$ cat src/rtl/aha_code_region_arbiter.sv
`default_nettype none
// ============================================================================
// Module   : aha_code_region_arbiter
// Brief    : Two-master AHB-Lite arbiter for the code-region SRAM. M0 (CPU code
//            bus) has fixed priority; losing address phases are held and
//            replayed. Optional M1 starvation guard: AHA_CODE_ARB_FAIRNESS_EN.
// Revision : 1.0
// ============================================================================
module aha_code_region_arbiter #(
  parameter int unsigned MAX_WAIT = 8
) (
  input  logic        HCLK,
  input  logic        HRESETn,
  input  logic [1:0]  M0_HTRANS,
  input  logic [31:0] M0_HADDR,
  input  logic [2:0]  M0_HSIZE,
  input  logic        M0_HWRITE,
  input  logic [31:0] M0_HWDATA,
  output logic        M0_HREADYOUT,
  output logic [1:0]  M0_HRESP,
  output logic [31:0] M0_HRDATA,
  input  logic [1:0]  M1_HTRANS,
  input  logic [31:0] M1_HADDR,
  input  logic [2:0]  M1_HSIZE,
  input  logic        M1_HWRITE,
  input  logic [31:0] M1_HWDATA,
  output logic        M1_HREADYOUT,
  output logic [1:0]  M1_HRESP,
  output logic [31:0] M1_HRDATA,
  output logic        S_HSEL,
  output logic [1:0]  S_HTRANS,
  output logic [31:0] S_HADDR,
  output logic [2:0]  S_HSIZE,
  output logic        S_HWRITE,
  output logic [31:0] S_HWDATA,
  output logic        S_HREADY,
  input  logic        S_HREADYOUT,
  input  logic [1:0]  S_HRESP,
  input  logic [31:0] S_HRDATA
);

  localparam logic [7:0] MAX_WAIT_C = 8'(MAX_WAIT);

  typedef enum logic [1:0] {
    OWN_NONE = 2'd0,
    OWN_M0   = 2'd1,
    OWN_M1   = 2'd2
  } owner_e;

  owner_e      dp_owner;
  owner_e      dp_owner_nxt;
  logic        pend0, pend1;
  logic [31:0] hold_addr0, hold_addr1;
  logic [2:0]  hold_size0, hold_size1;
  logic        hold_write0, hold_write1;

  logic        live0, live1;
  logic        req0, req1;
  logic        slot;
  logic        force1;
  logic        grant0, grant1;
  logic [31:0] src_addr0, src_addr1;
  logic [2:0]  src_size0, src_size1;
  logic        src_write0, src_write1;

  // A master with a held request is stalled; the data-phase owner sees the slave.
  assign M0_HREADYOUT = (dp_owner == OWN_M0) ? S_HREADYOUT : ~pend0;
  assign M1_HREADYOUT = (dp_owner == OWN_M1) ? S_HREADYOUT : ~pend1;
  assign M0_HRESP     = (dp_owner == OWN_M0) ? S_HRESP : 2'b00;
  assign M1_HRESP     = (dp_owner == OWN_M1) ? S_HRESP : 2'b00;
  assign M0_HRDATA    = S_HRDATA;
  assign M1_HRDATA    = S_HRDATA;

  assign live0 = HRESETn & M0_HTRANS[1] & M0_HREADYOUT;
  assign live1 = HRESETn & M1_HTRANS[1] & M1_HREADYOUT;
  assign req0  = pend0 | live0;
  assign req1  = pend1 | live1;

  assign src_addr0  = pend0 ? hold_addr0  : M0_HADDR;
  assign src_size0  = pend0 ? hold_size0  : M0_HSIZE;
  assign src_write0 = pend0 ? hold_write0 : M0_HWRITE;
  assign src_addr1  = pend1 ? hold_addr1  : M1_HADDR;
  assign src_size1  = pend1 ? hold_size1  : M1_HSIZE;
  assign src_write1 = pend1 ? hold_write1 : M1_HWRITE;

  assign slot   = (dp_owner == OWN_NONE) | S_HREADYOUT;
  assign grant0 = slot & req0 & ~(req1 & force1);
  assign grant1 = slot & req1 & (~req0 | force1);

`ifdef AHA_CODE_ARB_FAIRNESS_EN
  logic [7:0] wait_cnt;

  assign force1 = (wait_cnt == MAX_WAIT_C);

  always_ff @(posedge HCLK) begin
    if (!HRESETn) begin
      wait_cnt <= 8'd0;
    end else if (grant1) begin
      wait_cnt <= 8'd0;
    end else if (pend1 && (wait_cnt != MAX_WAIT_C)) begin
      wait_cnt <= wait_cnt + 8'd1;
    end
  end

  logic unused_bits;
  assign unused_bits = ^{M0_HTRANS[0], M1_HTRANS[0]};
`else
  assign force1 = 1'b0;

  logic unused_bits;
  assign unused_bits = ^{M0_HTRANS[0], M1_HTRANS[0], MAX_WAIT_C};
`endif

  // Bursts may be interleaved with the other master, so every beat is NONSEQ.
  always_comb begin
    S_HSEL   = 1'b0;
    S_HTRANS = 2'b00;
    S_HADDR  = 32'd0;
    S_HSIZE  = 3'd0;
    S_HWRITE = 1'b0;
    if (grant0) begin
      S_HSEL   = 1'b1;
      S_HTRANS = 2'b10;
      S_HADDR  = src_addr0;
      S_HSIZE  = src_size0;
      S_HWRITE = src_write0;
    end else if (grant1) begin
      S_HSEL   = 1'b1;
      S_HTRANS = 2'b10;
      S_HADDR  = src_addr1;
      S_HSIZE  = src_size1;
      S_HWRITE = src_write1;
    end
  end

  always_comb begin
    S_HWDATA = 32'd0;
    S_HREADY = 1'b1;
    case (dp_owner)
      OWN_M0: begin
        S_HWDATA = M0_HWDATA;
        S_HREADY = S_HREADYOUT;
      end
      OWN_M1: begin
        S_HWDATA = M1_HWDATA;
        S_HREADY = S_HREADYOUT;
      end
      default: ;
    endcase
  end

  always_comb begin
    dp_owner_nxt = dp_owner;
    if (slot) begin
      if (grant0) begin
        dp_owner_nxt = OWN_M0;
      end else if (grant1) begin
        dp_owner_nxt = OWN_M1;
      end else begin
        dp_owner_nxt = OWN_NONE;
      end
    end
  end

  always_ff @(posedge HCLK) begin
    if (!HRESETn) begin
      dp_owner <= OWN_NONE;
    end else begin
      dp_owner <= dp_owner_nxt;
    end
  end

  always_ff @(posedge HCLK) begin
    if (!HRESETn) begin
      pend0       <= 1'b0;
      hold_addr0  <= 32'd0;
      hold_size0  <= 3'd0;
      hold_write0 <= 1'b0;
    end else if (grant0) begin
      pend0 <= 1'b0;
    end else if (live0) begin
      pend0       <= 1'b1;
      hold_addr0  <= M0_HADDR;
      hold_size0  <= M0_HSIZE;
      hold_write0 <= M0_HWRITE;
    end
  end

  always_ff @(posedge HCLK) begin
    if (!HRESETn) begin
      pend1       <= 1'b0;
      hold_addr1  <= 32'd0;
      hold_size1  <= 3'd0;
      hold_write1 <= 1'b0;
    end else if (grant1) begin
      pend1 <= 1'b0;
    end else if (live1) begin
      pend1       <= 1'b1;
      hold_addr1  <= M1_HADDR;
      hold_size1  <= M1_HSIZE;
      hold_write1 <= M1_HWRITE;
    end
  end

endmodule
`default_nettype wire

$ cat config.mk
export PLATFORM = sky130hd
export DESIGN_NAME = aha_code_region_arbiter
export DESIGN_NICKNAME = d
export VERILOG_FILES = /design/src/rtl/aha_code_region_arbiter.sv
export SDC_FILE = /design/constraint.sdc
export NUM_CORES = 1
export LEC_CHECK = 0
export ABC_AREA = 1
export CAP_MARGIN = 20
export CORE_UTILIZATION = 35
export DETAILED_ROUTE_END_ITERATION = 10
export PLACE_DENSITY_LB_ADDON = 0.05
export SYNTH_ARGS = -nofsm -noshare
export SYNTH_HDL_FRONTEND = slang
export SYNTH_SLANG_ARGS = --single-unit
$ cat constraint.sdc
create_clock -name HCLK -period 1.98 [get_ports HCLK]
set_input_delay 0.495 -clock HCLK [delete_from_list [all_inputs] [get_ports HCLK]]
set_output_delay 0.495 -clock HCLK [all_outputs]
set_load 0.01 [all_outputs]
==> summary.txt <==
Logic synthesis
  – Ys Warns: 0
  – Mean post-synth cell area: 6.297 sq um
  – Top-area cell type share of the netlist area: 0.2715
  – Main synth FF type: dfxtp_1
  – Syn Inst Count: 890
  – Post-Syn Nets: roughly 1100
  – Top post-synthesis cells by area: dfxtp_1 (27%), nand2_1 (19%), buf_4 (9.5%)
  – Post-synthesis sequential area ratio: 0.2715
  – Yosys top cell by area: dfxtp_1
  – Synth top cells by count: nand2_1 (291), a21oi_1 (95), inv_1 (83)
  – Seq cells post-synth: 76
  – Synth cell types: 29
  – Top-count cell post-synth: nand2_1
  – Async set-reset flop share out of synthesis: 0
  – Post-synth EDFFs: 0
  – Mapped cell area: around 0.0056 sq mm

Timing
  – Fin crit share: 1.242
  – Worst slew margin: 0.4271
  – Final setup fails: 92
  – RSZ-0062 raised after global routing: true
  – Final worst setup slack: -478.5 ps
  – Slew @ Worst Pin: ~860 ps
  – Fin. max-slew vios: 0
  – Min Tclk post-route: about 2500 ps
  – Worst Clk Skew: approximately 9.9 ps
  – Hold Violations, Final: 0
  – Fmax: 406.8 MHz

Clocking
  – Reg clk slew, reported paths: around 60 ps
  – CTS max path bufs: 2
  – Htree depth: 3
  – CTS tree: yes
  – Root Buffer: clkbuf_16
  – Clock Sink Count: 76
  – Clk Latency, worst-skew pair: 330 ps
  – Inserted Clock Buffers: 9

Critical path
  – CP endpoint kind: output pin
  – Setup crit start kind: flop
  – Crit-path cells: buf_6 -> ha_4 -> nand2_2 -> o21ai_4 -> a21oi_4 -> nor2_8 -> buf_12 -> buf_4 -> nand2_1 -> nand2_2 -> buf_2
  – CP arrival: a little under 2000 ps
  – Max incr delay on CP: around 330 ps
  – Slowest stage cell on the critical path: dfxtp_2
  – Crit Path Class: flop to output pin
  – Crit-path max FO: 10
  – CP required: between 1000 and 1500 ps
  – Most used cell, CP: nand2_2

Placement
  – I/O Buffers: approximately 220
  – Routability Congestion: around 0.82
  – Placed wire-length estimate: 13.59 mm

Drt
  – Drt pass-1 iters: 5
  – 1st-iter DRT viols: 370
  – DRC Markers: 0
  – WL final: 19.41 mm
  – Antenna-violating nets left: 0
  – Vias/cell: 4.556
  – Average routed wire per standard cell: ~15 microns
  – DR vias: approximately 6000

Global route
  – Met1 Usage GRT: 0.3061
  – Largest net degree at the start of global routing: 74
  – Number of global-route vias before repair: approximately 5600
  – Overflow after GRT: 0
  – Initial antenna violation count: 0
  – Met3 Use GR: 0.04990
  – Busiest metal layer after global routing: met2
  – Met2 Track Usage GR: 0.3669
  – First-pass GRT wire length: roughly 30 mm
  – GR Util All Layers: 0.2304

Die
  – Num ports: between 300 and 400
  – Std cell rows: 45
  – Die Y: 128.5 microns
  – Initial core utilization: 0.3633
  – Die width: between 100 and 150 microns
  – Total core area: approximately 0.015 sq mm
  – Die area: 0.01652 sq mm

Cells and area
  – Area Overhead vs Synth: 55.68%
  – Final core area utilization: 0.5655
  – Layout filler cell count: approximately 1500
  – Ant. Diodes: 0
  – Share of cells above drive strength 1: 0.3017
  – Fin nets: ~1300

Outcome
  – Outcome: complete, but fails checks
  – Failing checks: setup timing

Power
  – Final Power: between 0.005 and 0.006 W
  – Power Density: between 500 and 600 mW/mm^2
  – Maximum VDD drop: roughly 430 uV
  – Leakage: about 3.8 nW

Min path
  – Class of the worst hold path: flop to flop

Run
  – Max-Cap Viols: 0
-- placed cells by master (no fill, tap or decap), drive strengths merged --
cell           instances
nor3                   2
ha                     3
nor2                  42
o211ai                 1
clkinv                 1
nand2                291
clkdlybuf4s15          1
a21oi                107
o21ai                110
clkdlybuf4s50        139
dlygate4sd2            1
and2                   1
conb                   1
clkbuf                12
inv                   88
bufinv                 1
nand3                 39
clkinvlp               1
buf                  180
dfxtp                 76
-- worst max-delay path: cells and delay by family, from the launching register on --
| kind | cells | cell delay [ps] |
|---|---|---|
| buf+inv | 4 | 530 |
| flops | 1 | 330 |
| compound gates | 2 | 310 |
| simple gates | 4 | 280 |
| fa+ha+maj | 1 | 180 |
-- through the flow --
step                area, sq um  hold WS, ps  std cells  setup WS (ps)  TNS (ps)
floorplan                  5680        424.8        890          2.131         0
global placement           7826        435.0       1262         -966.3    -67910
detailed placement         7826        438.9       1262         -985.8    -70330
CTS                        8487        446.9       1301         -464.3    -22190
global route               8725        458.9       1308         -558.0    -34840
finish                     8725        445.8       1308         -478.5    -24950
-- state kept, by name, indices dropped and copies added (netlist names) --
name,cells
dp_owner,2
hold_addr1,32
hold_write1,1
pend1,1
hold_write0,1
hold_size1,3
hold_size0,3
hold_addr0,32
pend0,1
-- cell type report --
class	count	area (sq um)	area share
Clock buffer	10	229.0	0.02624
Clock inverter	4	51.30	0.005880
Inverter	87	326.6	0.03743
Multi-Input combinational cell	597	3119	0.3575
Sequential cell	76	1525	0.1748
Tap cell	211	264.0	0.03026
Timing Repair Buffer	323	3209	0.3678
-- final timing paths --
kind	depth (start not counted)	start	to	slack (ps)
setup / recovery	11	dp_owner[0]$_SDFFE_PN0P_	S_HADDR[10]	-480
hold / removal	2	hold_addr0[9]$_SDFFE_PN0P_	hold_addr0[9]$_SDFFE_PN0P_	450
setup reg to reg	10	dp_owner[0]$_SDFFE_PN0P_	hold_addr1[0]$_SDFFE_PN0P_	-20
hold reg to reg	2	hold_addr0[9]$_SDFFE_PN0P_	hold_addr0[9]$_SDFFE_PN0P_	450
-- where the power goes --
part	internal, W	total (W)	switching [W]	leakage [nW]
combinational	0.00102	0.00197	0.000948	3.04
sequential	0.00160	0.00164	0.0000372	0.618
clock	0.000964	0.00160	0.000639	0.135
-- repair_timing --
item                       CTS  global route
setup buffers               21             7
pin swaps                   13            21
hold buffers                 0             0
resized for setup          410            56
setup endpoints to repair  114           113
gates cloned                 5             2
-- cell families after synthesis --
group	synth area share
other cells	0.0006691
simple gates	0.2789
compound gates	0.2059
fa+ha+maj	0.006699
flops	0.2715
buf+inv	0.2364
-- metal layers --
layer / vias up / share of wire
met5: - / 0
met3: 32 / 0.064
met1: 2628 / 0.46
met4: 0 / 0.019
li1: 3142 / -
met2: 157 / 0.46
Power figures use the tool's default switching activity.
